File: src/rtl/tpx3_rx_arbiter.sv
// Round-robin merge of the per-lane Timepix3 receiver FIFOs into one tagged word stream.
// Grants are bounded bursts; a one-entry output register decouples the downstream handshake.
module tpx3_rx_arbiter #(
    parameter int NCH        = 8,
    parameter int DATA_WIDTH = 32,
    parameter int MAX_BURST  = 4,
    parameter int CNT_WIDTH  = 32
) (
    input  logic                      BUS_CLK,
    input  logic                      BUS_RST,
    input  logic [NCH-1:0]            ENABLE_MASK,
    input  logic [NCH-1:0]            IN_EMPTY,
    input  logic [NCH*DATA_WIDTH-1:0] IN_DATA,
    output logic [NCH-1:0]            IN_READ,
    output logic                      OUT_VALID,
    input  logic                      OUT_READY,
    output logic [DATA_WIDTH-1:0]     OUT_DATA,
    output logic [3:0]                OUT_CH,
    output logic                      BUSY,
    output logic [CNT_WIDTH-1:0]      WORD_CNT
);

    // state    | meaning
    // ST_IDLE  | no grant; pick next requester after last_q (one-cycle arbitration)
    // ST_GRANT | popping channel grant_q until burst limit or channel runs dry

    localparam int              CHW        = (NCH > 1) ? $clog2(NCH) : 1;
    localparam logic [CHW-1:0]  LAST_RST   = CHW'(NCH - 1);
    localparam logic [7:0]      BURST_MAX  = 8'(MAX_BURST);
    localparam logic [7:0]      BURST_LAST = 8'(MAX_BURST - 1);

    typedef enum logic {
        ST_IDLE,
        ST_GRANT
    } state_t;

    state_t                  state_q;
    logic [CHW-1:0]          grant_q;
    logic [CHW-1:0]          last_q;
    logic [7:0]              burst_q;
    logic                    out_valid_q;
    logic [DATA_WIDTH-1:0]   out_data_q;
    logic [3:0]              out_ch_q;
    logic [CNT_WIDTH-1:0]    word_cnt_q;

    logic [NCH-1:0]          req;
    logic                    slot_free;
    logic                    xfer;
    logic                    pop;
    logic                    any_req;
    logic [CHW-1:0]          grant_d;
    logic [CHW-1:0]          cand;
    logic [DATA_WIDTH-1:0]   head;
    int                      idx;

    assign req       = ENABLE_MASK & ~IN_EMPTY;
    assign xfer      = out_valid_q & OUT_READY;
    assign slot_free = ~out_valid_q | OUT_READY;

    // Pops are gated during reset so a word is never taken from a FIFO and then thrown away.
    assign pop = (state_q == ST_GRANT) & ~BUS_RST & req[grant_q] & slot_free
                 & (burst_q < BURST_MAX);

    always_comb begin
        IN_READ = '0;
        if (pop) begin
            IN_READ[grant_q] = 1'b1;
        end
    end

    always_comb begin
        grant_d = '0;
        any_req = 1'b0;
        idx     = 0;
        cand    = '0;
        for (int k = 1; k <= NCH; k++) begin
            if (!any_req) begin
                idx  = (int'(last_q) + k) % NCH;
                cand = CHW'(idx);
                if (req[cand]) begin
                    any_req = 1'b1;
                    grant_d = cand;
                end
            end
        end
    end

    always_comb begin
        head = '0;
        for (int i = 0; i < NCH; i++) begin
            if (grant_q == CHW'(i)) begin
                head = IN_DATA[i*DATA_WIDTH +: DATA_WIDTH];
            end
        end
    end

    always_ff @(posedge BUS_CLK) begin
        if (BUS_RST) begin
            state_q     <= ST_IDLE;
            grant_q     <= '0;
            last_q      <= LAST_RST;
            burst_q     <= '0;
            out_valid_q <= 1'b0;
            out_data_q  <= '0;
            out_ch_q    <= '0;
            word_cnt_q  <= '0;
        end else begin
            case (state_q)
                ST_IDLE: begin
                    if (any_req) begin
                        grant_q <= grant_d;
                        burst_q <= '0;
                        state_q <= ST_GRANT;
                    end
                end
                ST_GRANT: begin
                    if (pop) begin
                        burst_q <= burst_q + 8'd1;
                        if (burst_q == BURST_LAST) begin
                            state_q <= ST_IDLE;
                            last_q  <= grant_q;
                        end
                    end else if (!req[grant_q]) begin
                        // Lane drained or disabled: release even if the output is stalled.
                        state_q <= ST_IDLE;
                        last_q  <= grant_q;
                    end
                end
                default: state_q <= ST_IDLE;
            endcase

            if (pop) begin
                out_valid_q <= 1'b1;
                out_data_q  <= head;
                out_ch_q    <= 4'(grant_q);
            end else if (xfer) begin
                out_valid_q <= 1'b0;
            end

            if (xfer) begin
                word_cnt_q <= word_cnt_q + CNT_WIDTH'(1);
            end
        end
    end

    assign OUT_VALID = out_valid_q;
    assign OUT_DATA  = out_data_q;
    assign OUT_CH    = out_ch_q;
    assign BUSY      = (state_q == ST_GRANT) | out_valid_q;
    assign WORD_CNT  = word_cnt_q;

endmodule

File: config.mk
export PLATFORM = sky130hd
export DESIGN_NAME = tpx3_rx_arbiter
export DESIGN_NICKNAME = d
export VERILOG_FILES = /design/src/rtl/tpx3_rx_arbiter.sv
export SDC_FILE = /design/constraint.sdc
export NUM_CORES = 1
export LEC_CHECK = 0
export BUFFER_PORTS_ARGS = -buffer_cell sky130_fd_sc_hd__buf_2
export CAP_MARGIN = 20
export CORE_MARGIN = 1.5
export CORE_UTILIZATION = 30
export CTS_BUF_LIST = sky130_fd_sc_hd__clkbuf_2
export CTS_CLUSTER_SIZE = 8
export DETAILED_ROUTE_END_ITERATION = 8
export SLEW_MARGIN = 0
export SYNTH_ARGS = -nofsm -noshare
export SYNTH_HDL_FRONTEND = slang
export SYNTH_SLANG_ARGS = --single-unit
export TNS_END_PERCENT = 100
File: constraint.sdc
create_clock -name BUS_CLK -period 4.82 [get_ports BUS_CLK]
set_input_delay 0 -clock BUS_CLK [delete_from_list [all_inputs] [get_ports BUS_CLK]]
set_output_delay 0 -clock BUS_CLK [all_outputs]
set_load 0.02 [all_outputs]
==> flow_summary.toml <==
[clocking]
insertion_delay_ns = 0.59
cts_buffers = 9
cts.htree.levels = 3
cts_setup_buffers = 0
cts_sinks = 83
cts_resized = 0
cts-root-buf = "clkbuf_2"
cts.path.max_buffers = 2
clkTransAtPathRegs_ns = 0.28
tritoncts = "built"

[floorplan]
dieArea_sq_mm = 0.0218
core_sq_mm = 0.0204
die_h_microns = 147
rows = 52
io_pins = 353
die_w_microns = 147
initial_core_util = 0.308

[synthesis]
synth-edff-count = 0
synth_commonest_cells = "95 x nand2_1, 83 x dfxtp_1, 82 x nor2_1, 77 x mux4_2, 36 x clkbuf_1"
syn-num-nets = 939
async_flop_share = 0
ys_seq_area_frac = 0.265
synth_flop_cell = "dfxtp_1"
syn_area_sq_mm = 0.00626
syn-instance-count = 660
synthDistinctLibCells = 63
synth.largest_area_cell = "mux4_2"
synth_seq_cells = 83
ys_warn_count = 0
synth.most_common_cell = "nand2_1"
yosys.area.top_type_share = 0.277
synthTopCellsByArea = "mux4_2 28%, dfxtp_1 27%, nand2_1 5.7%, nor2_1 4.9%, a311oi_1 4.3%"
avgSynthCellArea_sq_um = 9.49

[place]
preCtsSetupSlack_ns = 1.38
numPortBuffers = 351
dp_hpwl_mm = 18.3
gp_congestion = 0.905

[setup_path]
worst_setup_path_start_kind = "register"
regToRegEndpoint = "OUT_DATA[1]"
arrival_ns = 4.13
r2r-start = "grant_q[0]"
worstSetupPathType = "reg2reg"
reg2reg_slack_ns = 1.20
required_ns = 5.33
endpoint_kind = "register"
worstPathMaxFanout = 56
rr_worst_depth = 6

[pwr]
netSwitchingPower_mw = 1.35
p_clk_frac = 0.119
p_comb_frac = 0.615
p_int_mw = 1.85
p_leak_nw = 4.02
power_density_mw_per_mm2 = 345
ir_drop_uv = 168
power.share.sequential = 0.266
netSwitchingFraction = 0.422

[global_route]
grt.overflow.total = 0
antenna_found_initial = 10
grt_first_pass_wirelength_mm = 37.0
gr-usage-all-layers = 0.219
grt_max_degree = 81
grt_pass1_vias = 6740

[worst_hold_path]
min_from = "BUS_RST"
holdPathEnd = "WORD_CNT[9]"
hp-class = "in2reg"
holdPathStages = 3

[routing]
postRouteAntennaNets = 0
vias = 6947
drt_wl_total_mm = 24.4
routedWlPerCell_microns = 18.0
drtPass1Iterations = 4
viasPerCell = 5.13
drc = 0
drtIter0Drc = 349

[sta]
fmax_mhz = 276
setup_viol = 0
finalWorstSetupSlack_ns = 1.20
hold_viol_final = 0
slew_violations = 0
min_period_over_period = 0.751
fin_crit_ns = 3.62
maxSlewHeadroom = 0.347
tns_ns = 0
clock_skew_ns = 0.0288
worst_slew_pin_slew_ns = 0.980
rsz0062_at_grt = "false"

[final_layout]
drive_gt1_frac = 0.436
final_nets = 1352
area_growth_pct = 48.4

[status]
status = "completed"

[run]
drv_cap = 0
-- layer usage --
| metal | up-vias | wire (microns) | global-route usage |
|---|---|---|---|
| met5 | - | 55 | 0 |
| met1 | 3308 | 9450 | 0.260 |
| li1 | 3310 | - | - |
| met3 | 34 | 1720 | 0.0636 |
| met4 | 8 | 514 | 0.0615 |
| met2 | 287 | 12700 | 0.385 |
-- flip-flops by register name, indices dropped and copies added (netlist names) --
register	count
last_q	3
burst_q	8
WORD_CNT	32
state_q	1
grant_q	3
OUT_CH	3
OUT_VALID	1
OUT_DATA	32
-- metrics by stage --
step	util	std cells	cell area [sq um]	hold slack [ns]	power, mW
after global placement	0.403	1236	8210	0.321	2.64
final	0.456	1354	9290	0.0882	3.21
after floorplan	-	660	6260	0.160	2.19
after detailed placement	0.403	1236	8210	0.316	2.64
after CTS	0.456	1348	9280	0.0422	3.23
after global routing	0.456	1353	9290	0.0302	3.45
-- worst max-delay path, cell delays in order (launching register included) --
cell and delay, ns:
dfxtp_4 0.69, buf_4 0.81, mux4_2 0.61, dlygate4sd3_1 0.58, nand2_1 0.09, a311oi_1 0.10, dlygate4sd3_1 0.60
-- repair_timing --
item,4_1_cts,5_1_grt
endpoints found under the setup margin,0,0
endpoints found under the hold margin,43,0
hold buffers,96,0
-- worst max-delay path by stage --
| stage | from | to | cells past startpoint |
|---|---|---|---|
| after floorplan | last_q[0] | burst_q[3] | 10 |
| final | grant_q[0] | OUT_DATA[1] | 6 |
| after global placement | last_q[0] | burst_q[7] | 8 |
| after detailed placement | last_q[0] | burst_q[7] | 8 |
| after CTS | grant_q[0] | OUT_DATA[28] | 6 |
| after global routing | grant_q[0] | OUT_DATA[1] | 6 |
-- cells in the final DEF, fill, tap and decap left out, types with 3 or more instances in the layout --
cell type	synthesis	routed
nand2_1	95	95
and3_1	7	7
buf_2	5	351
mux2_2	3	3
o21ai_0	14	14
mux2i_1	20	20
nand2b_1	15	15
nor2_1	82	82
dfxtp_1	83	80
ha_1	4	4
a311oi_1	31	31
inv_8	0	3
nor2b_1	13	12
nand4_1	5	5
a211o_1	3	3
xor2_1	15	15
clkbuf_2	0	9
dlygate4sd3_1	0	96
a22oi_1	3	3
o22ai_1	5	5
nand3_1	14	14
diode_2	0	6
and2_1	7	7
buf_4	2	6
or3_1	8	8
nor3_1	7	7
nor4_1	3	3
o221ai_1	4	4
inv_1	8	8
mux4_2	77	77
xnor2_1	14	14
a21oi_1	24	24
o22a_1	3	3
inv_2	3	3
a31oi_1	6	6
-- power groups by stage --
stage | Sequential, mW | Clock [mW] | Combinational, mW
4_1_cts | 0.855 | 0.413 | 1.97
2_1_floorplan | 0.831 | 0 | 1.36
3_5_place_dp | 0.868 | 0 | 1.78
6_report | 0.853 | 0.383 | 1.97
3_3_place_gp | 0.866 | 0 | 1.77
5_1_grt | 0.870 | 0.441 | 2.14
-- layout make-up --
class	instances	area (sq um)
antenna	6	15.0
clock buffer	9	45.0
clock inverter	7	66.3
fill	1969	11100
inverter	13	51.3
multi-input combinational	513	4340
sequential	83	1670
tap	270	338
timing repair buffer	453	2760
-- cell families after synthesis --
group | synth area share
adders and majority gates | 0.00799
xor gates and xnor gates | 0.0406
DFF | 0.265
AOI/OAI and AO/OA | 0.125
buffers and inverters | 0.0422
other | 0.000599
and+or+nand+nor | 0.200
muxes | 0.318
Power figures use the tool's default switching activity.
